==> config.mk <==
export PLATFORM = sky130hd
export DESIGN_NAME = register_bus_arbiter_flat
export DESIGN_NICKNAME = d
export VERILOG_FILES = /design/src/rtl/register_bus_arbiter_if.sv /design/src/rtl/register_bus_arbiter.sv /design/src/flat_wrapper.sv
export SDC_FILE = /design/constraint.sdc
export NUM_CORES = 1
export LEC_CHECK = 0
export ABC_AREA = 1
export BUFFER_PORTS_ARGS = -buffer_cell sky130_fd_sc_hd__buf_2
export CAP_MARGIN = 10
export CELL_PAD_IN_SITES_DETAIL_PLACEMENT = 0
export CELL_PAD_IN_SITES_GLOBAL_PLACEMENT = 1
export CORE_MARGIN = 2
export CORE_UTILIZATION = 29
export CTS_CLUSTER_DIAMETER = 50
export DETAILED_ROUTE_END_ITERATION = 16
export GPL_TIMING_DRIVEN = 0
export HOLD_SLACK_MARGIN = 0.08
export PLACE_DENSITY = 0.86
export SYNTH_ARGS = -nofsm -noshare
export SYNTH_HDL_FRONTEND = slang
export SYNTH_SLANG_ARGS = --single-unit
==> constraint.sdc <==
create_clock -name clk -period 4.2 [get_ports clk]
set_input_delay 0 -clock clk [delete_from_list [all_inputs] [get_ports clk]]
set_output_delay 0 -clock clk [all_outputs]
set_load 0.01 [all_outputs]
==> src/rtl/register_bus_arbiter_if.sv <==
// rtl/register_bus_arbiter_if.sv - host handshake and peripheral register bus bundle
interface register_bus_arbiter_if;
    logic        host_req;
    logic        host_write;
    logic [6:0]  host_index;
    logic [15:0] host_write_value;
    logic        host_ack;
    logic        host_timeout;
    logic [15:0] host_read_value;
    logic [6:0]  bus_index;
    logic        bus_read;
    logic        bus_write;
    logic [15:0] bus_write_value;
    logic [15:0] bus_read_value;

    modport master (
        input  host_req, host_write, host_index, host_write_value, bus_read_value,
        output host_ack, host_timeout, host_read_value,
        output bus_index, bus_read, bus_write, bus_write_value
    );

    modport slave (
        output host_req, host_write, host_index, host_write_value, bus_read_value,
        input  host_ack, host_timeout, host_read_value,
        input  bus_index, bus_read, bus_write, bus_write_value
    );
endinterface

==> src/rtl/register_bus_arbiter.sv <==
// rtl/register_bus_arbiter.sv - core-priority register bus arbiter with host req/ack and starvation timeout
module register_bus_arbiter #(
    parameter logic [7:0] TIMEOUT_CYCLES = 8'd64
) (
    input  logic                  clk,
    input  logic                  reset,
    input  logic [6:0]            core_index,
    input  logic                  core_read,
    input  logic                  core_write,
    input  logic [15:0]           core_write_value,
    output logic [15:0]           core_read_value,
    register_bus_arbiter_if.master rb
);
    typedef enum logic [1:0] {IDLE, WAIT, ISSUE, RESP} state_t;

    state_t     state;
    logic [7:0] wait_count;
    logic       timed_out;
    logic       core_strobe;
    logic       host_grant;

    assign core_strobe     = core_read | core_write;
    // The host only touches the bus in a core-free ISSUE cycle, and never while reset is held.
    assign host_grant      = (state == ISSUE) && !core_strobe && !reset;
    assign core_read_value = rb.bus_read_value;

    always_comb begin
        rb.bus_index       = core_index;
        rb.bus_write_value = core_write_value;
        rb.bus_read        = core_read;
        rb.bus_write       = core_write;
        if (host_grant) begin
            rb.bus_index       = rb.host_index;
            rb.bus_write_value = rb.host_write_value;
            rb.bus_read        = !rb.host_write;
            rb.bus_write       = rb.host_write;
        end
    end

    always_ff @(posedge clk) begin
        if (reset) begin
            state              <= IDLE;
            wait_count         <= 8'd0;
            timed_out          <= 1'b0;
            rb.host_ack        <= 1'b0;
            rb.host_timeout    <= 1'b0;
            rb.host_read_value <= 16'h0000;
        end else begin
            rb.host_ack     <= 1'b0;
            rb.host_timeout <= 1'b0;
            case (state)
                IDLE: begin
                    if (rb.host_req) begin
                        state      <= WAIT;
                        wait_count <= 8'd0;
                        timed_out  <= 1'b0;
                    end
                end
                WAIT: begin
                    if (!rb.host_req) begin
                        state <= IDLE;
                    end else if (!core_strobe) begin
                        state <= ISSUE;
                    end else if ((TIMEOUT_CYCLES != 8'd0) &&
                                 (wait_count == TIMEOUT_CYCLES - 8'd1)) begin
                        state     <= RESP;
                        timed_out <= 1'b1;
                    end else begin
                        wait_count <= wait_count + 8'd1;
                    end
                end
                // A core strobe landing in ISSUE bounces back to WAIT without clearing the count.
                ISSUE: state <= core_strobe ? WAIT : RESP;
                RESP: begin
                    state           <= IDLE;
                    rb.host_ack     <= 1'b1;
                    rb.host_timeout <= timed_out;
                    if (!timed_out && !rb.host_write) begin
                        rb.host_read_value <= rb.bus_read_value;
                    end
                end
                default: state <= IDLE;
            endcase
        end
    end
endmodule

==> src/flat_wrapper.sv <==
// flat-port wrapper written by rule: the top's interface ports become plain ports
module register_bus_arbiter_flat 
#(
    parameter logic [7:0] TIMEOUT_CYCLES = 8'd64
)
  (clk, reset, core_index, core_read, core_write, core_write_value, core_read_value, rb_host_req, rb_host_write, rb_host_index, rb_host_write_value, rb_bus_read_value, rb_host_ack, rb_host_timeout, rb_host_read_value, rb_bus_index, rb_bus_read, rb_bus_write, rb_bus_write_value);
  register_bus_arbiter_if rb_i ();
  input  logic clk;
  input  logic reset;
  input  logic [6:0] core_index;
  input  logic core_read;
  input  logic core_write;
  input  logic [15:0] core_write_value;
  output logic [15:0] core_read_value;
  input wire logic [$bits(rb_i.host_req)-1:0] rb_host_req;
  input wire logic [$bits(rb_i.host_write)-1:0] rb_host_write;
  input wire logic [$bits(rb_i.host_index)-1:0] rb_host_index;
  input wire logic [$bits(rb_i.host_write_value)-1:0] rb_host_write_value;
  input wire logic [$bits(rb_i.bus_read_value)-1:0] rb_bus_read_value;
  output wire logic [$bits(rb_i.host_ack)-1:0] rb_host_ack;
  output wire logic [$bits(rb_i.host_timeout)-1:0] rb_host_timeout;
  output wire logic [$bits(rb_i.host_read_value)-1:0] rb_host_read_value;
  output wire logic [$bits(rb_i.bus_index)-1:0] rb_bus_index;
  output wire logic [$bits(rb_i.bus_read)-1:0] rb_bus_read;
  output wire logic [$bits(rb_i.bus_write)-1:0] rb_bus_write;
  output wire logic [$bits(rb_i.bus_write_value)-1:0] rb_bus_write_value;
  assign rb_i.host_req = rb_host_req;
  assign rb_i.host_write = rb_host_write;
  assign rb_i.host_index = rb_host_index;
  assign rb_i.host_write_value = rb_host_write_value;
  assign rb_i.bus_read_value = rb_bus_read_value;
  assign rb_host_ack = rb_i.host_ack;
  assign rb_host_timeout = rb_i.host_timeout;
  assign rb_host_read_value = rb_i.host_read_value;
  assign rb_bus_index = rb_i.bus_index;
  assign rb_bus_read = rb_i.bus_read;
  assign rb_bus_write = rb_i.bus_write;
  assign rb_bus_write_value = rb_i.bus_write_value;
  register_bus_arbiter #(.TIMEOUT_CYCLES(TIMEOUT_CYCLES)) u_core (.clk(clk), .reset(reset), .core_index(core_index), .core_read(core_read), .core_write(core_write), .core_write_value(core_write_value), .core_read_value(core_read_value), .rb(rb_i));
endmodule
==> metrics, run 1 <==
Psw=0.000185 W; number of cells on the worst reg-to-reg path=7; layout-stage area growth over the synthesis result=58.2%; Die Width=82.5 um; design internal power=0.000561 W; pin count of the biggest net entering global routing=11; number of endpoints with negative hold slack in the final report=0; switching share of power=0.248; count of flip-flops with a built-in enable after synthesis=0; headroom to the max-slew limit=0.750; effective utilization at floorplan=0.300; number of vias after detailed routing=2042; critical path start-end classification=input pin to primary output; Final setup viols=0; cell family with most CP delay=buffers and inverters; synthesized netlist net count=306; number of stages on the worst hold path=6; RSZ-0062 raised after global routing=false; delay of the slowest critical-path stage=0.53 ns; clk_skew=roughly 0.0088 ns; cell-by-cell listing of the critical path=dlygate4sd3_1 -> buf_2 -> nor2_1 -> nand3_2 -> buf_6 -> mux2_4 -> buf_2; worst min-delay path category=input pin to flip-flop; Buf+Inv Stages, Crit Path=4; number of search-and-repair iterations in the first detailed-routing pass=4; library cells used by synthesis=22; PortBufs=about 130; worst path arrival time=1.83 ns; Ant. Diodes=0; area fraction of the dominant cell type after synthesis=0.325; final count of pins violating max slew=0; standard-cell row count=28; wire length of the first global-routing pass=8.00 mm; total of warnings raised by yosys=0; DRC violations left=0; Vert. Die Dim=82.5 um; number of buffers added by the clock tree synthesis step=5; most used standard cell by instance count after synthesis=nor2_1; CP endpoint kind=primary output; total power=0.000746 W; Logic pwr share=0.214; part of the power in the clock network=0.405; worst path required time=roughly 4.2 ns; final critical path time including I/O delays and setup=about 1.8 ns; routed vias/inst=4.39; hold-critical path endpoint=u_core.state[1]$_SDFFE_PP0P_; Starting DRT DRC Count=66; worst setup slack for register-to-register paths=2.56 ns; share of the cycle needed by the critical path after routing=0.436; number of top-level pins=127; clk sink count=29; ranking of synthesized cells by instance count=nor2_1 (51), nand2_1 (34), dfxtp_1 (29); CTS tree=done; peak ir drop on the vdd network=171 uV; buffer cell driving the clock tree root=clkbuf_8; vias in the first global route=between 1500 and 2000; Die Footprint=6810 sq um; syn_area_per_cell=around 7.5 sq um; source of the worst hold timing path=core_write; number of antenna violations at the first check in global routing=0; fraction of layout cells with a size suffix above 1=0.464; Multi-input gate area=between 900 and 1000 sq um; maximum buffer depth of the clock tree=2; worst-skew pair later-pin latency=roughly 0.28 ns; Yosys reg bits=29; startpoint types=input pin; maximum fanout encountered on the critical timing path=10; setup repair bufs after CTS=0; cell taking the most area after synthesis=dfxtp_1; Reg power frac=0.381; result of the run=finished, final reports clean; count of mapped cells out of synthesis=237; total negative slack for setup checks=0 ns; fillers=~600; async set or reset register ratio after synthesis=0; Placer Congestion=0.775; area of the core region=5960 sq um; max-cap violation count=0; f_max=0.546 GHz; depth of the CTS H-tree=2; predominant post-synthesis flop cell=dfxtp_1; most frequent CP cell=buf_2; summed instance area of the synthesized netlist=between 1500 and 2000 sq um; leading post-synthesis cells by cell area=dfxtp_1 (32%), mux2_4 (15%), nor2_1 (11%); residual antenna-violating net count after detailed routing=0; Core Util, Final=0.475; layout net count=458; Slowest-stage cell, CP=dlygate4sd3_1; sequential cell area=581 sq um; slew at the pin with the worst max-slew slack=about 0.37 ns; Worst R2R End=u_core.wait_count[1]$_SDFFE_PP0P_; detailed placer's ending HPWL=around 4 mm; post-CTS clock slew at the launch and capture registers of the worst setup and hold paths=0.07 ns; final routed wirelength across all metal layers=around 5.2 mm; leakage power figure=about 1.5 nW; final routed wire length divided by cell count=11.2 um; leftover overflow at the end of global routing=0; sequential element share of the synthesized area=0.325; beginning of the worst register-to-register path=u_core.wait_count[0]$_SDFFE_PP0P_; PwrDens=264 nW/um^2; Total Routing Usage GR=0.154
==> metal layers <==
layer | vias up | part of all wire | global-route usage | wire length, um
met5 | - | 0 | 0 | 0
met4 | 0 | 0.0077 | 0.0377 | 40
met3 | 5 | 0.10 | 0.0467 | 547
met2 | 107 | 0.50 | 0.305 | 2590
met1 | 869 | 0.39 | 0.154 | 2040
li1 | 1061 | - | - | -
==> power by group through the flow <==
stage	registers, W	clock network, W	logic, W
global route	0.000285	0.000329	0.000178
floorplan	0.000290	0	0.0000819
CTS	0.000284	0.000313	0.000161
detailed placement	0.000290	0	0.000146
finish	0.000284	0.000302	0.000160
global placement	0.000290	0	0.000144
==> cell usage in the layout (no fill, tap or decap), drive strengths merged <==
cell / instances
nor2: 52
clkbuf: 9
a211oi: 1
nand4: 7
mux2: 23
bufinv: 1
nand3: 12
nand2: 34
nor3: 4
o21bai: 2
dlygate4sd3: 20
inv: 21
clkinvlp: 1
dfxtp: 29
o21ai: 20
a21oi: 6
and2: 1
ha: 1
buf: 146
==> cells by family (layout without fill, tap and decap cells) <==
group,count (synthesis),count (layout),share of synthesized area
and+or+nand+nor,110,110,0.260
buffers and inverters,45,198,0.140
AOI/OAI and AO/OA,29,29,0.0854
DFF,29,29,0.325
muxes,23,23,0.183
adders and majority gates,1,1,0.00700
==> area by class of cell <==
type	instances	area share
clock inverter	2	0.0133
inverter	21	0.0279
sequential	29	0.205
multi-input combinational	163	0.338
tap	75	0.0332
clock buffer	6	0.0292
timing repair buffer	145	0.292
buffer	24	0.0606
==> stage by stage <==
step / setup slack [ns] / cells / instance area, sq um / hold slack, ns
floorplan: 2.82 / 237 / 1790 / 0.0918
global placement: 2.59 / 437 / 2510 / 0.269
detailed placement: 2.57 / 437 / 2510 / 0.276
CTS: 2.35 / 465 / 2830 / 0.181
global route: 2.24 / 465 / 2830 / 0.216
finish: 2.37 / 465 / 2830 / 0.192
==> worst max-delay path by stage <==
stage                                       from                                 to  slack [ns]  cells past startpoint
3_3_place_gp   u_core.wait_count[0]$_SDFFE_PP0P_  u_core.wait_count[7]$_SDFFE_PP0P_        2.59                      8
4_1_cts                                core_read              rb_bus_write_value[9]        2.35                      7
2_1_floorplan  u_core.wait_count[0]$_SDFFE_PP0P_  u_core.wait_count[7]$_SDFFE_PP0P_        2.82                      8
5_1_grt        u_core.wait_count[0]$_SDFFE_PP0P_  u_core.wait_count[3]$_SDFFE_PP0P_        2.24                      9
3_5_place_dp   u_core.wait_count[0]$_SDFFE_PP0P_  u_core.wait_count[3]$_SDFFE_PP0P_        2.57                      9
6_report                               core_read             rb_bus_write_value[11]        2.37                      7
==> what timing repair did <==
action | CTS | global route
gates resized for setup | 0 | 0
hold buffers | 20 | 0
endpoints found under the hold margin | 24 | 0
==> flip-flops by register name, indices dropped and copies added, names as in the netlist <==
name / flops
u_core.wait_count: 8
u_core.timed_out: 1
u_core.state: 2
u_core.rb.host_timeout: 1
u_core.rb.host_read_value: 16
u_core.rb.host_ack: 1
==> tightest hold or removal path, cell delays in order <==
cell      delay [ns]
buf_2           0.08
nor2_1          0.08
inv_1           0.06
nand2_1         0.06
nor2_1          0.08
a211oi_1        0.05
Note: power is estimated with default switching activity, not from simulation.
==> run 2, diff against run 1 <==
--- a/config.mk
+++ b/config.mk
@@ -11,12 +11,12 @@
 export CELL_PAD_IN_SITES_DETAIL_PLACEMENT = 0
 export CELL_PAD_IN_SITES_GLOBAL_PLACEMENT = 1
 export CORE_MARGIN = 2
-export CORE_UTILIZATION = 29
+export CORE_UTILIZATION = 27
 export CTS_CLUSTER_DIAMETER = 50
 export DETAILED_ROUTE_END_ITERATION = 16
 export GPL_TIMING_DRIVEN = 0
 export HOLD_SLACK_MARGIN = 0.08
-export PLACE_DENSITY = 0.86
+export PLACE_DENSITY = 0.81
 export SYNTH_ARGS = -nofsm -noshare
 export SYNTH_HDL_FRONTEND = slang
 export SYNTH_SLANG_ARGS = --single-unit
==> constraint.sdc (replaced) <==
create_clock -name clk -period 1.72 [get_ports clk]
set_input_delay 0 -clock clk [delete_from_list [all_inputs] [get_ports clk]]
set_output_delay 0 -clock clk [all_outputs]
set_load 0.01 [all_outputs]
==> run 2 against run 1 <==
Against the previous run: first-iteration DRC count down 23%; hold slack got worse by 0.11 ns; critical path depth fell by 1; global-route usage down 0.84 points; cell count increased by 0.22%; largest power group unchanged; highest routed layer unchanged.
==> metrics, run 2 (synthesis results as in run 1) <==
result of the run=finished, final reports clean (unchanged); worst path arrival time=1.60 ns (was 1.83 ns); Total Routing Usage GR=0.145 (was 0.154); part of the power in the clock network=0.402 (was 0.405); worst min-delay path category=input pin to flip-flop (unchanged); f_max=about 0.62 GHz; delay of the slowest critical-path stage=0.37 ns (was 0.53 ns); Placer Congestion=0.795 (was 0.775); hold-critical path endpoint=u_core.state[1]$_SDFFE_PP0P_ (unchanged); number of search-and-repair iterations in the first detailed-routing pass=4 (unchanged); residual antenna-violating net count after detailed routing=0 (unchanged); effective utilization at floorplan=0.280 (was 0.300); share of the cycle needed by the critical path after routing=0.931; number of top-level pins=127 (unchanged); worst path required time=1.72 ns (was 4.20 ns); peak ir drop on the vdd network=334 uV (was 171 uV); RSZ-0062 raised after global routing=false (unchanged); PwrDens=642 nW/um^2 (was 264 nW/um^2); detailed placer's ending HPWL=4.17 mm (was 4.01 mm); CP endpoint kind=primary output (unchanged); max-cap violation count=0 (unchanged); depth of the CTS H-tree=2 (unchanged); number of vias after detailed routing=2024 (was 2042); worst setup slack for register-to-register paths=0.19 ns (was 2.56 ns); final routed wirelength across all metal layers=5.46 mm (was 5.22 mm); Logic pwr share=0.215 (was 0.214); buffer cell driving the clock tree root=clkbuf_8 (unchanged); commonest cells after routing, fill and taps aside=buf_2 (127), nor2_1 (49), nand2_1 (33) (was buf_2 (127), nor2_1 (51), nand2_1 (34)); area of the core region=6390 sq um (was 5960 sq um); wire length of the first global-routing pass=8.44 mm (was 8.00 mm); number of endpoints with negative hold slack in the final report=0 (unchanged); number of stages on the worst hold path=4 (was 6); number of cells on the worst reg-to-reg path=7 (unchanged); total negative slack for setup checks=0 ns (unchanged); Starting DRT DRC Count=51 (was 66); PortBufs=125 (unchanged); maximum buffer depth of the clock tree=2 (unchanged); Ant. Diodes=0 (unchanged); fillers=657 (was 598); Worst R2R End=u_core.wait_count[0]$_SDFFE_PP0P_ (was u_core.wait_count[1]$_SDFFE_PP0P_); Slowest-stage cell, CP=dfxtp_1 (was dlygate4sd3_1); layout-stage area growth over the synthesis result=58.2% (unchanged); pre-CTS setup slack=0.0905 ns (was 2.57 ns); beginning of the worst register-to-register path=u_core.wait_count[1]$_SDFFE_PP0P_ (was u_core.wait_count[0]$_SDFFE_PP0P_); cell family with most CP delay=buffers and inverters (unchanged); post-CTS clock slew at the launch and capture registers of the worst setup and hold paths=0.06 ns (was 0.07 ns); flip-flop count of the largest register, all copies and words added=16 (unchanged); pin count of the biggest net entering global routing=11 (unchanged); Final setup viols=0 (unchanged); design internal power=0.00137 W (was 0.000561 W); startpoint types=flip-flop (was input pin); Vert. Die Dim=85.4 um (was 82.5 um); layout net count=457 (was 458); Most flops, register=u_core.rb.host_read_value (unchanged); DRC violations left=0 (unchanged); cell-by-cell listing of the critical path=inv_1 -> nor2_2 -> nand3_2 -> buf_6 -> mux2_4 -> buf_2 (was dlygate4sd3_1 -> buf_2 -> nor2_1 -> nand3_2 -> buf_6 -> mux2_4 -> buf_2); leakage power figure=1.46 nW (about the same); clk_skew=0.00236 ns (was 0.00878 ns); Reg power frac=0.382 (was 0.381); Buf+Inv Stages, Crit Path=3 (was 4); final routed wire length divided by cell count=11.7 um (was 11.2 um); largest registers ranked by flip-flop count=u_core.rb.host_read_value: 16 flops, u_core.wait_count: 8 flops, u_core.state: 2 flops (unchanged); leftover overflow at the end of global routing=0 (unchanged); slew at the pin with the worst max-slew slack=0.397 ns (was 0.375 ns); CTS tree=done (unchanged); routed vias/inst=4.34 (was 4.39); clk sink count=29 (unchanged); vias in the first global route=1902 (was 1880); fraction of layout cells with a size suffix above 1=0.478 (was 0.464); Die Footprint=7290 sq um (was 6810 sq um); commonest non-fill, non-tap cell in the layout=buf_2 (unchanged); number of buffers added by the clock tree synthesis step=5 (unchanged); final count of pins violating max slew=0 (unchanged); source of the worst hold timing path=core_write (unchanged); Die Width=85.4 um (was 82.5 um); maximum fanout encountered on the critical timing path=10 (unchanged); switching share of power=0.246 (was 0.248); final critical path time including I/O delays and setup=approximately 1.6 ns; critical path start-end classification=flip-flop to primary output (was input pin to primary output); worst setup margin=0.119 ns (was 2.37 ns); Psw=0.000446 W (was 0.000185 W); headroom to the max-slew limit=0.736 (was 0.750); worst-skew pair later-pin latency=0.28 ns (about the same); number of antenna violations at the first check in global routing=0 (unchanged); standard-cell row count=29 (was 28)
-- run 2: area by class of cell --
class                           instances  area [sq um]  area share
Timing Repair Buffer                  144           813       0.288
Clock buffer                            7          86.3      0.0305
Inverter                               21          78.8      0.0279
Buffer                                 24           171      0.0606
Multi-Input combinational cell        163           970       0.343
Clock inverter                          1          30.0      0.0106
Tap cell                               77          96.3      0.0341
Sequential cell                        29           582       0.206
-- run 2: stage by stage --
step	util	total power, W	cell area (sq um)	instances	hold slack (ns)
6_report	0.443	0.00182	2830	466	0.0844
3_3_place_gp	0.393	0.00106	2510	439	0.266
4_1_cts	0.441	0.00183	2810	466	0.0850
2_1_floorplan	-	0.000908	1790	237	0.0918
5_1_grt	0.443	0.00190	2830	466	0.133
3_5_place_dp	0.393	0.00106	2510	439	0.274
-- run 2: what timing repair did --
item	in CTS	in global routing
gates cloned	0	0
hold buffers	18	0
gates resized for setup	0	6
setup buffers	1	0
endpoints found under the hold margin	24	0
pin swaps	0	0
setup endpoints to repair	18	30
-- run 2: worst register-to-register path, delay by kind of cell, from the launching register on --
kind / cells / cell delay, ns
flops: 1 / 0.39
compound gates: 1 / 0.13
simple gates: 5 / 0.75
fa+ha+maj: 1 / 0.19
-- run 2: how the worst max path moves through the flow --
stage | start | cells after the start | endpoint | slack [ns]
floorplan | u_core.wait_count[0]$_SDFFE_PP0P_ | 8 | u_core.wait_count[7]$_SDFFE_PP0P_ | 0.34
global placement | u_core.wait_count[0]$_SDFFE_PP0P_ | 8 | u_core.wait_count[7]$_SDFFE_PP0P_ | 0.11
detailed placement | u_core.wait_count[0]$_SDFFE_PP0P_ | 8 | u_core.wait_count[7]$_SDFFE_PP0P_ | 0.09
CTS | reset | 7 | rb_bus_write_value[10] | 0.04
global route | u_core.state[1]$_SDFFE_PP0P_ | 6 | rb_bus_write_value[10] | 0.02
finish | u_core.state[1]$_SDFFE_PP0P_ | 6 | rb_bus_write_value[10] | 0.12
-- run 2: routing by layer --
layer,global-route usage,part of all wire,wire (um)
met5,0,0,0
met4,0.0592,0.011,60
met3,0.0447,0.10,550
met2,0.273,0.49,2700
met1,0.148,0.39,2160
-- run 2: power by group through the flow --
stage / Combinational (W) / Sequential [W] / Clock [W]
6_report: 0.000391 / 0.000694 / 0.000730
5_1_grt: 0.000428 / 0.000696 / 0.000778
4_1_cts: 0.000391 / 0.000693 / 0.000741
3_3_place_gp: 0.000354 / 0.000708 / 0
3_5_place_dp: 0.000356 / 0.000708 / 0
2_1_floorplan: 0.000200 / 0.000708 / 0
==> run 3, diff against run 2 <==
--- a/config.mk
+++ b/config.mk
@@ -5,7 +5,6 @@
 export SDC_FILE = /design/constraint.sdc
 export NUM_CORES = 1
 export LEC_CHECK = 0
-export ABC_AREA = 1
 export BUFFER_PORTS_ARGS = -buffer_cell sky130_fd_sc_hd__buf_2
 export CAP_MARGIN = 10
 export CELL_PAD_IN_SITES_DETAIL_PLACEMENT = 0
@@ -16,7 +15,7 @@
 export DETAILED_ROUTE_END_ITERATION = 16
 export GPL_TIMING_DRIVEN = 0
 export HOLD_SLACK_MARGIN = 0.08
-export PLACE_DENSITY = 0.81
+export PLACE_DENSITY = 0.8
 export SYNTH_ARGS = -nofsm -noshare
 export SYNTH_HDL_FRONTEND = slang
 export SYNTH_SLANG_ARGS = --single-unit
==> run 3 against run 2 <==
Against the previous run: utilization decreased by 0.45 points; power decreased by 15%; critical path depth decreased by 1; sequential power decreased by 2%; combinational power decreased by 21%; final area decreased by 3.3%; via count decreased by 5.9%; non-clock buffer count unchanged; flip-flop and latch count unchanged; count of clock-buffer cells in the layout decreased by 2.
==> metrics, run 3 <==
result of the run=finished, final reports clean (unchanged); area fraction of the dominant cell type after synthesis=0.337 (was 0.325); maximum buffer depth of the clock tree=2 (unchanged); PwrDens=562 nW/um^2 (was 642 nW/um^2); Die Footprint=7030 sq um (was 7290 sq um); Placer Congestion=0.780 (was 0.795); setup repair bufs after CTS=0 (was 1); slew at the pin with the worst max-slew slack=0.591 ns (was 0.397 ns); final count of pins violating max slew=0 (unchanged); WHS=0.110 ns (was 0.0844 ns); Starting DRT DRC Count=43 (was 51); worst min-delay path category=input pin to flip-flop (unchanged); PortBufs=126 (was 125); layout net count=414 (was 457); worst setup slack for register-to-register paths=0.10 ns (was 0.19 ns); Ant. Diodes=0 (unchanged); Slowest-stage cell, CP=or4b_1 (was dfxtp_1); Vert. Die Dim=83.9 um (was 85.4 um); summed instance area of the synthesized netlist=1720 sq um (was 1790 sq um); clk_skew=0.0120 ns (was 0.00236 ns); worst path arrival time=1.82 ns (was 1.60 ns); area post-placement=2450 sq um (was 2510 sq um); share of the cycle needed by the critical path after routing=0.939 (was 0.931); CTS tree=done (unchanged); Final setup viols=0 (unchanged); cell family with most CP delay=simple AND/OR/NAND/NOR gates (was buffers and inverters); number of buffers added by the clock tree synthesis step=5 (unchanged); worst path required time=1.93 ns (was 1.72 ns); layout-stage area growth over the synthesis result=58.9% (was 58.2%); number of stages on the worst hold path=3 (was 4); startpoint types=flip-flop (unchanged); maximum fanout encountered on the critical timing path=5 (was 10); Most flops, register=u_core.rb.host_read_value (unchanged); total of warnings raised by yosys=0 (unchanged); residual antenna-violating net count after detailed routing=0 (unchanged); peak ir drop on the vdd network=236 uV (was 334 uV); buffer cell driving the clock tree root=clkbuf_8 (unchanged); cell taking the most area after synthesis=dfxtp_1 (unchanged); sequential element share of the synthesized area=0.337 (was 0.325); number of vias after detailed routing=1905 (was 2024); largest registers ranked by flip-flop count=u_core.rb.host_read_value: 16 flops, u_core.wait_count: 8 flops, u_core.state: 2 flops (unchanged); ranking of synthesized cells by instance count=nand2_1 (36), dfxtp_1 (29), mux2_2 (23) (was nor2_1 (51), nand2_1 (34), dfxtp_1 (29)); critical path start-end classification=flip-flop to flip-flop (was flip-flop to primary output); Final Cell Area=2740 sq um (was 2830 sq um); total negative slack for setup checks=0 ns (unchanged); headroom to the max-slew limit=0.605 (was 0.736); number of search-and-repair iterations in the first detailed-routing pass=4 (unchanged); hold-critical path endpoint=u_core.wait_count[5]$_SDFFE_PP0P_ (was u_core.state[1]$_SDFFE_PP0P_); detailed placer's ending HPWL=3.69 mm (was 4.17 mm); wire length of the first global-routing pass=7.98 mm (was 8.44 mm); fraction of layout cells with a size suffix above 1=0.564 (was 0.478); syn_area_per_cell=8.83 sq um (was 7.54 sq um); count of mapped cells out of synthesis=195 (was 237); CP endpoint kind=flip-flop (was primary output); leakage power figure=1.28 nW (was 1.46 nW); area of the core region=6240 sq um (was 6390 sq um); final critical path time including I/O delays and setup=1.62 ns (was 1.60 ns); RSZ-0062 raised after global routing=false (unchanged); max-cap violation count=0 (unchanged); post-CTS clock slew at the launch and capture registers of the worst setup and hold paths=0.07 ns (was 0.06 ns); flip-flop count of the largest register, all copies and words added=16 (unchanged); Die Width=83.9 um (was 85.4 um); final routed wire length divided by cell count=11.5 um (was 11.7 um); Total Routing Usage GR=0.136 (was 0.145); library cells used by synthesis=49 (was 22); standard-cell row count=29 (unchanged); predominant post-synthesis flop cell=dfxtp_1 (unchanged); clk sink count=29 (unchanged); worst-skew pair later-pin latency=0.28 ns (about the same); DRC violations left=0 (unchanged); commonest cells after routing, fill and taps aside=buf_2 (127), nand2_1 (36), dfxtp_1 (27) (was buf_2 (127), nor2_1 (49), nand2_1 (33)); count of flip-flops with a built-in enable after synthesis=0 (unchanged); final routed wirelength across all metal layers=4.86 mm (was 5.46 mm); number of endpoints with negative hold slack in the final report=0 (unchanged); Yosys reg bits=29 (unchanged); vias in the first global route=1797 (was 1902); fillers=643 (was 657); Buf+Inv Stages, Crit Path=0 (was 3); number of antenna violations at the first check in global routing=0 (unchanged); depth of the CTS H-tree=2 (unchanged); number of cells on the worst reg-to-reg path=5 (was 7); synthesized netlist net count=264 (was 306); most used standard cell by instance count after synthesis=nand2_1 (was nor2_1); async set or reset register ratio after synthesis=0 (unchanged); pin count of the biggest net entering global routing=11 (unchanged); leading post-synthesis cells by cell area=dfxtp_1 (34%), mux2_2 (15%), nand2_1 (7.8%) (was dfxtp_1 (32%), mux2_4 (15%), nor2_1 (11%)); effective utilization at floorplan=0.276 (was 0.280); source of the worst hold timing path=reset (was core_write); beginning of the worst register-to-register path=u_core.wait_count[0]$_SDFFE_PP0P_ (was u_core.wait_count[1]$_SDFFE_PP0P_); number of top-level pins=127 (unchanged); commonest non-fill, non-tap cell in the layout=buf_2 (unchanged); f_max=0.619 GHz (was 0.624 GHz); cell-by-cell listing of the critical path=ha_2 -> nand4_1 -> o21ai_2 -> or4b_1 -> a31oi_1 (was inv_1 -> nor2_2 -> nand3_2 -> buf_6 -> mux2_4 -> buf_2); Core Util, Final=0.438 (was 0.443); delay of the slowest critical-path stage=0.52 ns (was 0.37 ns); Worst R2R End=u_core.wait_count[7]$_SDFFE_PP0P_ (was u_core.wait_count[0]$_SDFFE_PP0P_); routed vias/inst=4.50 (was 4.34); leftover overflow at the end of global routing=0 (unchanged)
[run 3: worst max path at each step]
| stage | slack [ns] | cells past startpoint | to | from |
|---|---|---|---|---|
| 2_1_floorplan | 0.15 | 5 | u_core.wait_count[7]$_SDFFE_PP0P_ | u_core.wait_count[0]$_SDFFE_PP0P_ |
| 3_3_place_gp | 0.06 | 5 | u_core.wait_count[7]$_SDFFE_PP0P_ | u_core.wait_count[0]$_SDFFE_PP0P_ |
| 3_5_place_dp | 0.04 | 5 | u_core.wait_count[7]$_SDFFE_PP0P_ | u_core.wait_count[0]$_SDFFE_PP0P_ |
| 4_1_cts | 0.04 | 5 | u_core.wait_count[7]$_SDFFE_PP0P_ | u_core.wait_count[0]$_SDFFE_PP0P_ |
| 5_1_grt | 0.02 | 5 | u_core.wait_count[7]$_SDFFE_PP0P_ | u_core.wait_count[1]$_SDFFE_PP0P_ |
| 6_report | 0.10 | 5 | u_core.wait_count[7]$_SDFFE_PP0P_ | u_core.wait_count[0]$_SDFFE_PP0P_ |
[run 3: kinds of logic (layout without fill, tap and decap cells)]
| kind of cell | Yosys count | in the layout | synth area share |
|---|---|---|---|
| flip-flops | 29 | 29 | 0.337 |
| buffers and inverters | 28 | 179 | 0.110 |
| multiplexers | 23 | 23 | 0.150 |
| adder cells (fa/ha/maj) | 1 | 1 | 0.00727 |
| AO/OA/AOI/OAI | 40 | 40 | 0.164 |
| AND/OR/NAND/NOR | 74 | 74 | 0.231 |
[run 3: final cells by class]
type                       count  area, sq um  area share
sequential                    29          583       0.213
buffer                        25          179      0.0654
timing repair buffer         143          801       0.293
multi-input combinational    138          978       0.358
clock inverter                 3         17.5     0.00640
inverter                       3         11.3     0.00412
tap                           77         96.3      0.0352
clock buffer                   5         68.8      0.0252
[run 3: worst reg2reg max path, stage by stage (launching register included)]
cell     delay, ns
dfxtp_2       0.35
ha_2          0.22
nand4_1       0.18
o21ai_2       0.11
or4b_1        0.52
a31oi_1       0.16
[run 3: what timing repair did]
action,CTS,global route
cloned,0,0
setup endpoints to repair,18,10
pin swaps,0,2
hold buffers,17,0
endpoints found under the hold margin,18,0
gates resized for setup,3,4
[run 3: report_power, final]
group	total [W]	switching [W]	internal (W)
clock network	0.000549	0.000271	0.000279
logic	0.000307	0.000130	0.000177
registers	0.000680	0.00000462	0.000675
total	0.00154	0.000405	0.00113
[run 3: per-layer routing]
layer | vias to the layer above | track usage | share of wire
met5 | - | 0 | 0
met4 | 0 | 0.0337 | 0.0058
met3 | 4 | 0.0396 | 0.079
met2 | 90 | 0.232 | 0.46
met1 | 834 | 0.168 | 0.45
li1 | 977 | - | -
[run 3: per-stage QoR]
stage / power (W) / worst slack [ns] / cells
2_1_floorplan: 0.000828 / 0.151 / 195
3_3_place_gp: 0.000966 / 0.0628 / 398
3_5_place_dp: 0.000969 / 0.0394 / 398
4_1_cts: 0.00156 / 0.0375 / 423
5_1_grt: 0.00161 / 0.0228 / 423
6_report: 0.00154 / 0.105 / 423
